**src/rtl/idm_pulse_stim_gen.sv**
```systemverilog
// Programmable pulse-train source driving the delay-chain input: count, high/low widths and polarity.
// Define STIM_RAND_EN to add the jitter_mask port and LFSR-driven rest-phase jitter.
module idm_pulse_stim_gen #(
   parameter int CNT_W = 8,
   parameter int NUM_W = 8
) (
   input  logic             clk,
   input  logic             rst_n,
   input  logic             start,
   input  logic [CNT_W-1:0] high_cycles,
   input  logic [CNT_W-1:0] low_cycles,
   input  logic [NUM_W-1:0] num_pulses,
   input  logic             init_level,
`ifdef STIM_RAND_EN
   input  logic [CNT_W-1:0] jitter_mask,
`endif
   output logic             stim_out,
   output logic             busy,
   output logic             done,
   output logic [NUM_W-1:0] pulse_idx
);

   typedef enum logic [1:0] {S_IDLE, S_ACTIVE, S_REST} state_t;

   localparam logic [CNT_W:0]   CNT_ONE = (CNT_W+1)'(1);
   localparam logic [NUM_W-1:0] NUM_ONE = NUM_W'(1);

   // Phase length with a programmed 0 treated as 1; one extra bit so nothing wraps.
   function automatic logic [CNT_W:0] len_of(input logic [CNT_W-1:0] v);
      return {1'b0, v} + ((v == '0) ? CNT_ONE : '0);
   endfunction

   state_t           state, state_d;
   logic [CNT_W:0]   cnt, cnt_d;
   logic [CNT_W-1:0] high_s, high_d;
   logic [CNT_W-1:0] low_s, low_d;
   logic [NUM_W-1:0] num_s, num_d;
   logic             init_s, init_d;
   logic             stim_d, busy_d, done_d;
   logic [NUM_W-1:0] idx_d, idx_inc;
   logic [CNT_W:0]   rest_len;
   logic             rest_entry;

   assign idx_inc    = pulse_idx + NUM_ONE;
   assign rest_entry = (state == S_ACTIVE) && (cnt == '0);

`ifdef STIM_RAND_EN
   localparam logic [CNT_W+1:0] REST_MAX = {2'b01, {CNT_W{1'b0}}};

   logic [15:0]      lfsr;
   logic [CNT_W+1:0] rest_sum;

   // The current LFSR value sizes this rest; the register steps on the same edge.
   assign rest_sum = {1'b0, len_of(low_s)} + {2'b00, lfsr[CNT_W-1:0] & jitter_mask};
   assign rest_len = (rest_sum > REST_MAX) ? REST_MAX[CNT_W:0] : rest_sum[CNT_W:0];

   always_ff @(posedge clk or negedge rst_n) begin
      if (!rst_n)
         lfsr <= 16'hACE1;
      else if (rest_entry)
         lfsr <= {lfsr[0] ^ lfsr[2] ^ lfsr[3] ^ lfsr[5], lfsr[15:1]};
   end
`else
   assign rest_len = len_of(low_s);
`endif

   always_comb begin
      // NOTE: every output of this block gets a default first so no path can infer a latch.
      state_d = state;
      cnt_d   = cnt;
      high_d  = high_s;
      low_d   = low_s;
      num_d   = num_s;
      init_d  = init_s;
      stim_d  = stim_out;
      busy_d  = busy;
      done_d  = 1'b0;
      idx_d   = pulse_idx;

      unique case (state)
         S_IDLE: begin
            stim_d = init_level;
            if (start) begin
               high_d = high_cycles;
               low_d  = low_cycles;
               num_d  = num_pulses;
               init_d = init_level;
               idx_d  = '0;
               if (num_pulses == '0) begin
                  done_d = 1'b1;
               end else begin
                  state_d = S_ACTIVE;
                  stim_d  = ~init_level;
                  busy_d  = 1'b1;
                  cnt_d   = len_of(high_cycles) - CNT_ONE;
               end
            end
         end

         S_ACTIVE: begin
            if (cnt == '0) begin
               state_d = S_REST;
               stim_d  = init_s;
               cnt_d   = rest_len - CNT_ONE;
            end else begin
               cnt_d = cnt - CNT_ONE;
            end
         end

         S_REST: begin
            if (cnt == '0) begin
               idx_d = idx_inc;
               if (idx_inc == num_s) begin
                  state_d = S_IDLE;
                  busy_d  = 1'b0;
                  done_d  = 1'b1;
               end else begin
                  state_d = S_ACTIVE;
                  stim_d  = ~init_s;
                  cnt_d   = len_of(high_s) - CNT_ONE;
               end
            end else begin
               cnt_d = cnt - CNT_ONE;
            end
         end

         default: state_d = S_IDLE;
      endcase
   end

   // Everything, shadows included, returns to a known state so an abandoned train leaves no residue.
   always_ff @(posedge clk or negedge rst_n) begin
      if (!rst_n) begin
         state     <= S_IDLE;
         cnt       <= '0;
         high_s    <= '0;
         low_s     <= '0;
         num_s     <= '0;
         init_s    <= 1'b0;
         stim_out  <= 1'b0;
         busy      <= 1'b0;
         done      <= 1'b0;
         pulse_idx <= '0;
      end else begin
         // NOTE: non-blocking assignments so every register samples pre-edge values.
         state     <= state_d;
         cnt       <= cnt_d;
         high_s    <= high_d;
         low_s     <= low_d;
         num_s     <= num_d;
         init_s    <= init_d;
         stim_out  <= stim_d;
         busy      <= busy_d;
         done      <= done_d;
         pulse_idx <= idx_d;
      end
   end

endmodule
```
**config.mk**
```make
export PLATFORM = sky130hd
export DESIGN_NAME = idm_pulse_stim_gen
export DESIGN_NICKNAME = d
export VERILOG_FILES = /design/src/rtl/idm_pulse_stim_gen.sv
export SDC_FILE = /design/constraint.sdc
export NUM_CORES = 1
export LEC_CHECK = 0
export BUFFER_PORTS_ARGS = -buffer_cell sky130_fd_sc_hd__buf_2
export CAP_MARGIN = 15
export CORE_MARGIN = 3
export CORE_UTILIZATION = 40
export CTS_CLUSTER_SIZE = 10
export DETAILED_ROUTE_END_ITERATION = 8
export HOLD_SLACK_MARGIN = 0.03
export PLACE_DENSITY = 0.62
export SETUP_SLACK_MARGIN = 0.02
export SYNTH_ARGS = -nofsm -noshare
export SYNTH_HDL_FRONTEND = slang
export SYNTH_SLANG_ARGS = --single-unit
```
**constraint.sdc**
```tcl
create_clock -name clk -period 6.97 [get_ports clk]
set_input_delay 1.0455 -clock clk [delete_from_list [all_inputs] [get_ports clk]]
set_output_delay 1.0455 -clock clk [all_outputs]
set_load 0.005 [all_outputs]
```
; Word level (Yosys, flattened, before mapping)
; Index checks and enable logic that the tools add are counted.
[totals]
wordCells = 78
input_bits = 28
regBits = 47
output_inout_bits = 11
[op_classes]
n_addsub = 8
n_bitwise = 2
n_mux = 34
reduce_logical = 14
eq_ne = 10
[op_table]
columns = op, n
row1 = $mux 9, 5
row2 = $sub 9x1->9 const B, 4
row3 = $logic_not 8->1, 4
row4 = $add 8x1->9, 3
row5 = $pmux 9 s3, 1
row6 = $mux 1, 17
row7 = $mux 8, 2
row8 = $pmux 8 s2, 1
row9 = $reduce_and 4->1, 3
row10 = $ne 2x2->1 const B, 5
row11 = $logic_not 9->1, 1
row12 = $add 8x1->8 const B, 1
row13 = $eq 8x8->1, 1
row14 = $mux 2, 4
row15 = $pmux 2 s3, 1
row16 = $reduce_and 5->1, 1
row17 = $pmux 1 s2, 2
row18 = $ne 3x3->1 const B, 1
row19 = $pmux 1 s3, 1
row20 = $reduce_and 3->1, 1
row21 = $reduce_bool 3->1, 1
row22 = $eq 2x1->1 const B, 1
row23 = $eq 2x2->1 const B, 1
row24 = $logic_not 2->1, 1
row25 = 4 further kinds, 5

; Depth between registers and ports, before layout
; Gate-level depths: netlist of run 1.
[depth]
word_depth = 7
ltp_mapped = 11
ltp_nobuf = 11

; Least setup slack after synthesis of run 1
; OpenSTA, ideal clock, no wires.
[synth_timing]
kind = in2reg
startpoint = input high_cycles[6]
endpoint = register cnt[7]
slack_ns = 4.250
required_time_ns = 6.845
n_path_buf = 0
t_arrival_ns = 2.594
setup_ns = 0.125
path_stages = 9
path_cell_list = nor4_1 > nand4_1 > ha_1 > or4b_2 > nor4_1 > xnor2_1 > o22ai_1 > a31oi_1 > mux2i_1
[synth_via]
elab_chain_cells = 7
[synth_rtl]
columns = element, line_no
row1 = "start, declared", 10  ; input logic [CNT_W-1:0] high_cycles,
row2 = $logic_not 8->1, 30  ; return {1'b0, v} + ((v == '0) ? CNT_ONE : '0);
row3 = $mux 1, 30
row4 = $add 8x1->9 (*), 30
row5 = $sub 9x1->9 (*), 95  ; cnt_d = len_of(high_cycles) - CNT_ONE;
row6 = $mux 9 (*), 89  ; if (num_pulses == '0) begin
row7 = $mux 9 (*), 83  ; if (start) begin
row8 = $pmux 9 s3 (*), 80  ; unique case (state)
row9 = "end signal, assigned", 147  ; cnt <= cnt_d;
row10 = "end, declared", 34  ; logic [CNT_W:0] cnt, cnt_d;
; Every way passes the cells marked *; elsewhere a longest branch is shown, timed or not. The select of a mux whose other input is x is not followed.
; A chain may end at the register's enable or synchronous reset.

; Worst setup path after layout of run 1
[layout_timing]
startpoint = register low_s[4]
endpoint = register cnt[4]
[layout_via]
elab_chain_cells = 6
[layout_rtl]
columns = element, line_no
row1 = "start, declared", 36  ; logic [CNT_W-1:0] low_s, low_d;
row2 = "start signal, assigned", 149  ; low_s <= low_d;
row3 = $logic_not 8->1, 30
row4 = $mux 1, 30
row5 = $add 8x1->9 (*), 30
row6 = $sub 9x1->9 (*), 104  ; cnt_d = rest_len - CNT_ONE;
row7 = $mux 9 (*), 101  ; if (cnt == '0) begin
row8 = $pmux 9 s3 (*), 80
; Every way passes the cells marked *; elsewhere a longest branch is shown, timed or not.

==> flow_metrics.env, run 1 <==
export IMPL_outcome="finished clean"
export IMPL_largest_net_degree_at_the_start_of_global_routing=48
export IMPL_worstSetupEndpointType="flip-flop"
export IMPL_worstSetupStartpointType="flip-flop"
export IMPL_die_height_um=95.3
export IMPL_grt_setup_unrepaired="no"
export IMPL_cts_buffers=5
export IMPL_numClockSinks=47
export IMPL_worst_slew_margin_rel_pct=27.3
export IMPL_sequentialPowerShare_pct=37.2
export IMPL_finalClockSkew_ns=0.0106
export IMPL_count_of_flip_flops_with_a_built_in_enable_after_synthesis=0
export IMPL_cp_max_fo=5
export IMPL_timing_worst_setup_path_type="reg2reg"
export IMPL_floorplan_die_area_um2=9090
export IMPL_final_layout_size_suffix_gt1_share_pct=25.8
export IMPL_power_report_internal_total_uw=790
export IMPL_clkSlewWorstSetupHoldPaths_ns=0.10
export IMPL_worstHoldPathType="reg2reg"
export IMPL_synth_seq_cells=47
export IMPL_dpl_worst_slack_ns=3.82
export IMPL_fin_crit_sh_pct=42.7
export IMPL_finalNonFillerCells=456
export IMPL_tritoncts="yes"
export IMPL_place_hpwl_um=5310
export IMPL_numPlacedInstances=447
export IMPL_drt_pass1_iter_count=4
export IMPL_post_route_min_period_ns=2.98
export IMPL_synthesis_area_um2=3190
export IMPL_async_reset_ff_share_pct=100
export IMPL_post_cts_setup_buffers=0
export IMPL_ys_warn_count=0
export IMPL_comb_power_share_pct=50.4
export IMPL_htree_levels=2
export IMPL_power_per_cell_area_nw_per_um2=387
export IMPL_critical_path_slowest_cell="nor3_1"
export IMPL_netSwitchingFraction_pct=42.5
export IMPL_floorplan_initialDensity_pct=42.6
export IMPL_dieWidth_um=95.3
export IMPL_wp_data_arrival_ns=3.18
export IMPL_clock_root_buffer="clkbuf_8"
export IMPL_dr_total_vias=2500
export IMPL_diodes=0
export IMPL_wp_data_required_ns=7.17
export IMPL_vias_per_cell=5.48
export IMPL_vdd_ir_drop_max_v=0.000188
export IMPL_cts_resized=0
export IMPL_worst_slack_ns=3.99
export IMPL_synth_main_ff_cell="dfrtp_1"
export IMPL_overflow=0
export IMPL_clkLatencyLatePin_ns=0.30
export IMPL_layout_nets=396
export IMPL_slew_viol_final=0
export IMPL_fin_tns_setup_ns=0
export IMPL_timing_critical_path_buf_inv=1
export IMPL_tightestPinTransition_ns=1.09
export IMPL_mappedNetlistNets=365
export IMPL_seq_area_frac_synth_pct=36.8
export IMPL_cp_cell_sequence="nor3_1 > nand3b_1 > or3_1 > ha_1 > ha_1 > inv_1 > or3_1 > xnor2_1 > a221oi_1 > o22ai_1 > mux2_2"
export IMPL_holdBufCountCts=0
export IMPL_boundaryPins=39
export IMPL_first_global_vias=2432
export IMPL_timing_fmax_mhz=336
export IMPL_final_setup_viol_count=0
export IMPL_cp_slowest_stage_delay_ns=0.48
export IMPL_power_frac_clock_pct=12.4
export IMPL_p_sw_uw=583
export IMPL_leakage_nw=1.54
export IMPL_routabilityCongestion=0.816
export IMPL_synth_avg_cell_area_um2=9.82
export IMPL_finalHoldViolCount=0
export IMPL_antenna_found_initial=0
export IMPL_core_box_area_um2=7490
export IMPL_ys_types=61
export IMPL_max_cap_violations=0
export IMPL_syn_to_final_growth_pct=11.1
export IMPL_layout_core_utilization_pct=47.4
export IMPL_grt_usage_pct=16.8
export IMPL_port_buffer_count=38
export IMPL_rows=31
export IMPL_max_clock_path_buffers=2
export IMPL_drt_total_wl_um=7060
export IMPL_wl_per_cell_um=15.5
export IMPL_crit_family="simple AND/OR/NAND/NOR gates"
export IMPL_drt_antenna_net_count=0
export IMPL_drt_drc_violations_left=0
export IMPL_postSynthCellCount=325
export IMPL_initialDrtViolationCount=83
export IMPL_grt_first_pass_wirelength_um=12000
[power groups by stage]
stage	clock network (mW)	registers [mW]	logic [mW]
floorplan	0	0.477	0.568
global placement	0	0.513	0.681
detailed placement	0	0.515	0.688
CTS	0.173	0.509	0.692
global route	0.184	0.530	0.778
finish	0.170	0.510	0.692
[cell usage after synthesis (2+ instances only)]
| master | n | share of area, % |
|---|---|---|
| o31ai_1 | 4 | 0.94 |
| buf_2 | 4 | 0.63 |
| nor3b_1 | 3 | 0.71 |
| inv_1 | 19 | 2.2 |
| and3_1 | 3 | 0.59 |
| ha_1 | 12 | 4.7 |
| xor2_1 | 11 | 3.0 |
| o211ai_1 | 2 | 0.47 |
| o22ai_1 | 7 | 1.4 |
| clkbuf_1 | 10 | 1.2 |
| xnor2_1 | 17 | 4.7 |
| dfrtp_1 | 47 | 37 |
| nor4b_1 | 2 | 0.55 |
| nand3_1 | 8 | 1.3 |
| nand3b_1 | 2 | 0.47 |
| nor2b_1 | 2 | 0.39 |
| nand4_1 | 4 | 0.78 |
| nand2_1 | 19 | 2.2 |
| a21oi_1 | 5 | 0.78 |
| or4_1 | 2 | 0.47 |
| nor2_1 | 18 | 2.1 |
| a22oi_1 | 3 | 0.71 |
| mux2i_1 | 4 | 1.3 |
| o21ai_0 | 20 | 3.1 |
| a31oi_1 | 5 | 0.98 |
| mux2_2 | 31 | 11 |
| nor4_1 | 9 | 1.8 |
| a22o_1 | 4 | 1.1 |
| nor3_1 | 6 | 0.94 |
| o211a_1 | 2 | 0.63 |
| or3_1 | 4 | 0.78 |
| a21o_1 | 4 | 0.94 |
| and2_1 | 3 | 0.59 |
| o21a_1 | 2 | 0.47 |
[cell type report]
| cell class | count | area, um^2 |
|---|---|---|
| fill | 703 | 3940 |
| multi-input combinational | 243 | 1870 |
| sequential | 47 | 1180 |
| timing repair buffer | 40 | 218 |
| tap | 99 | 124 |
| inverter | 19 | 71.3 |
| clock buffer | 5 | 68.8 |
| clock inverter | 3 | 18.8 |
[worst paths after layout]
kind | startpoint | endpoint | slack, ns | cells after the start
worst max-delay path | low_s[4]$_DFFE_PN0P_ | cnt[4]$_DFFE_PN0P_ | 3.99 | 11
worst min-delay path | high_s[0]$_DFFE_PN0P_ | high_s[0]$_DFFE_PN0P_ | 0.52 | 2
worst max register to register | low_s[4]$_DFFE_PN0P_ | cnt[4]$_DFFE_PN0P_ | 3.99 | 11
worst min register to register | high_s[0]$_DFFE_PN0P_ | high_s[0]$_DFFE_PN0P_ | 0.52 | 2
max in group asynchronous | rst_n | low_s[6]$_DFFE_PN0P_ | 5.92 | 2
min in group asynchronous | rst_n | pulse_idx[7]$_DFFE_PN0P_ | 0.57 | 1
[sequential cells by signal (all words and copies together), names as in the netlist]
| register | flops |
|---|---|
| low_s | 8 |
| state | 2 |
| busy | 1 |
| num_s | 8 |
| done | 1 |
| stim_out | 1 |
| init_s | 1 |
| cnt | 9 |
| pulse_idx | 8 |
| high_s | 8 |
[worst min-delay path, stage by stage (launching register included)]
cell,delay [ns]
dfrtp_1,0.37
nand2_1,0.05
o21ai_0,0.06
[per-layer routing]
layer	routed length, um	vias up	GRT usage [%]
li1	-	1254	-
met1	3340	1181	22.8
met2	3350	57	27.3
met3	273	8	2.84
met4	99	0	5.17
met5	0	-	0
[cells in the final DEF (no fill, tap or decap), types with 2 or more instances in the layout]
| master | instances |
|---|---|
| a22o_1 | 4 |
| o211ai_1 | 2 |
| and2_1 | 3 |
| xnor2_1 | 17 |
| or3_1 | 4 |
| nor3b_1 | 3 |
| nand2_1 | 19 |
| xor2_1 | 11 |
| nor2_1 | 18 |
| nand4_1 | 4 |
| nor4b_1 | 2 |
| o31ai_1 | 4 |
| o22ai_1 | 7 |
| or4_1 | 2 |
| o21a_1 | 2 |
| a31oi_1 | 5 |
| and3_1 | 3 |
| mux2i_1 | 4 |
| o21ai_0 | 20 |
| ha_1 | 12 |
| a21oi_1 | 5 |
| a21o_1 | 4 |
| buf_2 | 38 |
| nor2b_1 | 2 |
| o211a_1 | 2 |
| nor3_1 | 6 |
| nor4_1 | 9 |
| mux2_2 | 31 |
| nand3b_1 | 2 |
| nand3_1 | 8 |
| a22oi_1 | 3 |
| inv_1 | 19 |
| dfrtp_1 | 47 |
| clkinv_2 | 2 |
| clkbuf_8 | 5 |
[cells by family (layout without fill, tap and decap cells)]
| group | Yosys count | after routing | synth area share, % |
|---|---|---|---|
| flops | 47 | 47 | 36.8 |
| buf+inv | 35 | 67 | 4.63 |
| xor+xnor | 28 | 28 | 7.68 |
| compound gates | 69 | 69 | 15.3 |
| fa+ha+maj | 12 | 12 | 4.70 |
| mux | 37 | 37 | 13.0 |
| simple gates | 97 | 97 | 17.8 |
[metrics by stage]
step	instance area, um^2	hold slack, ns	total power, mW
floorplan	3190	0.472	1.05
global placement	3440	0.496	1.19
detailed placement	3440	0.501	1.20
CTS	3520	0.525	1.37
global route	3540	0.550	1.49
finish	3540	0.523	1.37
No activity file was read; power rests on OpenSTA's default activity.
==> run 2, diff against run 1 <==
==> constraint.sdc (replaced) <==
create_clock -name clk -period 3 [get_ports clk]
set_input_delay 0.45 -clock clk [delete_from_list [all_inputs] [get_ports clk]]
set_output_delay 0.45 -clock clk [all_outputs]
set_load 0.005 [all_outputs]
==> run 2 against run 1 <==
Against the previous run: combinational power grew 140%; final cell count increased by 1.5%; critical path depth unchanged; first-iteration DRC count is 120% higher; non-clock buffer count rose by 7; critical endpoint unchanged; largest cell class unchanged; via count up 1.8%.
==> flow_metrics.env, run 2 (synthesized netlist as in run 1, its figures left out) <==
export IMPL_outcome="finished clean"
export IMPL_routabilityCongestion=0.856
export IMPL_final_layout_size_suffix_gt1_share_pct=26.6
export IMPL_clkSlewWorstSetupHoldPaths_ns=0.09
export IMPL_wp_data_required_ns=3.19
export IMPL_largest_net_degree_at_the_start_of_global_routing=48
export IMPL_first_global_vias=2478
export IMPL_drt_antenna_net_count=0
export IMPL_cp_max_fo=5
export IMPL_clkLatencyLatePin_ns=0.31
export IMPL_boundaryPins=39
export IMPL_startpoint="low_s[3]$_DFFE_PN0P_"
export IMPL_fin_crit_sh_pct=91.1
export IMPL_slew_viol_final=0
export IMPL_clock_root_buffer="clkbuf_8"
export IMPL_worstHoldPathType="in2reg"
export IMPL_cts_buffers=5
export IMPL_numClockSinks=47
export IMPL_wl_per_cell_um=15.6
export IMPL_port_buffer_count=38
export IMPL_vdd_ir_drop_max_v=0.000443
export IMPL_vias_per_cell=5.50
export IMPL_cp_cell_sequence="nor3_1 > nand3b_1 > or3_1 > ha_1 > ha_1 > inv_1 > or3_1 > xnor2_1 > a221oi_1 > o22ai_1 > mux2_2"
export IMPL_floorplan_die_area_um2=9090
export IMPL_finalClockSkew_ns=0.00673
export IMPL_fin_tns_setup_ns=0
export IMPL_htree_levels=2
export IMPL_grt_setup_unrepaired="no"
export IMPL_place_hpwl_um=5460
export IMPL_layout_fillers=719
export IMPL_grt_first_pass_wirelength_um=12300
export IMPL_wp_data_arrival_ns=2.93
export IMPL_r2r_startpoint="low_s[3]$_DFFE_PN0P_"
export IMPL_syn_to_final_growth_pct=14.2
export IMPL_initialDrtViolationCount=181
export IMPL_drt_total_wl_um=7240
export IMPL_grt_usage_pct=17.3
export IMPL_post_cts_setup_buffers=0
export IMPL_worstHoldStart="low_cycles[1]"
export IMPL_leakage_nw=1.59
export IMPL_timing_worst_setup_path_type="reg2reg"
export IMPL_die_height_um=95.3
export IMPL_critical_path_slowest_cell="dfrtp_1"
export IMPL_worstSetupStartpointType="flip-flop"
export IMPL_dieWidth_um=95.3
export IMPL_most_common_cell_after_layout_fill_and_taps_aside="dfrtp_1"
export IMPL_timing_fmax_mhz=366
export IMPL_antenna_found_initial=0
export IMPL_floorplan_initialDensity_pct=42.6
export IMPL_layout_core_utilization_pct=48.7
export IMPL_diodes=0
export IMPL_tightestPinTransition_ns=0.684
export IMPL_drt_pass1_iter_count=4
export IMPL_worst_slew_margin_rel_pct=54.4
export IMPL_dr_total_vias=2546
export IMPL_register_with_the_most_flip_flops="cnt"
export IMPL_rows=31
export IMPL_power_per_cell_area_nw_per_um2=931
export IMPL_max_cap_violations=0
export IMPL_post_route_min_period_ns=2.73
export IMPL_drt_drc_violations_left=0
export IMPL_layout_nets=403
export IMPL_overflow=0
export IMPL_holdBufCountCts=0
export IMPL_core_box_area_um2=7490
export IMPL_mostFrequentLayoutCells="dfrtp_1 (47), buf_2 (38), mux2_2 (31)"
export IMPL_max_clock_path_buffers=2
export IMPL_worstSetupEndpointType="flip-flop"
export IMPL_cts_resized=0
export IMPL_cp_slowest_stage_delay_ns=0.42
export IMPL_finalHoldViolCount=0
export IMPL_largest_register_ff_count=9
export IMPL_final_setup_viol_count=0
export IMPL_tritoncts="yes"
export IMPL_totalPowerFinal_mw=3.39
-- run 2: cell types whose count changed in the layout (fill, tap and decap cells not counted), sizes merged --
cell and delta:
buf +6, clkinv -2, dlygate4sd3 +1, inv -1, bufinv +2, clkbuf +1
-- run 2: worst max-delay path, delay by kind of cell (launching register included) --
kind / cells / cell delay, ns
muxes: 1 / 0.29
AOI/OAI and AO/OA: 2 / 0.49
buffers and inverters: 1 / 0.07
xor gates and xnor gates: 1 / 0.07
DFF: 1 / 0.42
and+or+nand+nor: 4 / 0.79
adders and majority gates: 2 / 0.50
-- run 2: per-stage QoR --
stage	worst slack, ns	instances	instance area [um^2]	hold slack [ns]
6_report	0.268	463	3640	0.372
4_1_cts	0.248	461	3610	0.362
2_1_floorplan	0.398	325	3190	0.154
5_1_grt	0.0236	463	3640	0.363
3_5_place_dp	0.266	453	3480	0.511
3_3_place_gp	0.340	453	3480	0.503
-- run 2: final cells by class --
type | instances | area, um^2 | share of cell area (%)
clock inverter | 2 | 60.1 | 1.65
timing repair buffer | 47 | 273 | 7.48
sequential | 47 | 1180 | 32.3
inverter | 19 | 71.3 | 1.96
tap | 99 | 124 | 3.40
multi-input combinational | 243 | 1870 | 51.3
clock buffer | 6 | 72.6 | 1.99
-- run 2: final timing paths --
check | to | slack [ns] | cells after the start
min in group asynchronous | pulse_idx[0]$_DFFE_PN0P_ | 0.53 | 2
hold reg to reg | stim_out$_DFFE_PN0P_ | 0.53 | 1
max in group asynchronous | high_s[2]$_DFFE_PN0P_ | 1.99 | 3
setup / recovery | cnt[4]$_DFFE_PN0P_ | 0.27 | 11
hold / removal | low_s[1]$_DFFE_PN0P_ | 0.37 | 2
setup reg to reg | cnt[4]$_DFFE_PN0P_ | 0.27 | 11
-- run 2: routing by layer --
metal  global-route usage [%]  wire length [um]  vias up
li1                         -                 -     1258
met2                     28.2              3450       52
met5                        0                 0        -
met4                     7.09               148        0
met1                     22.8              3370     1226
met3                     2.68               269       10
-- run 2: where the power goes --
group	switching (mW)	leakage, nW	internal [mW]
combinational	0.849	0.947	0.806
clock	0.225	0.0654	0.333
sequential	0.290	0.578	0.891
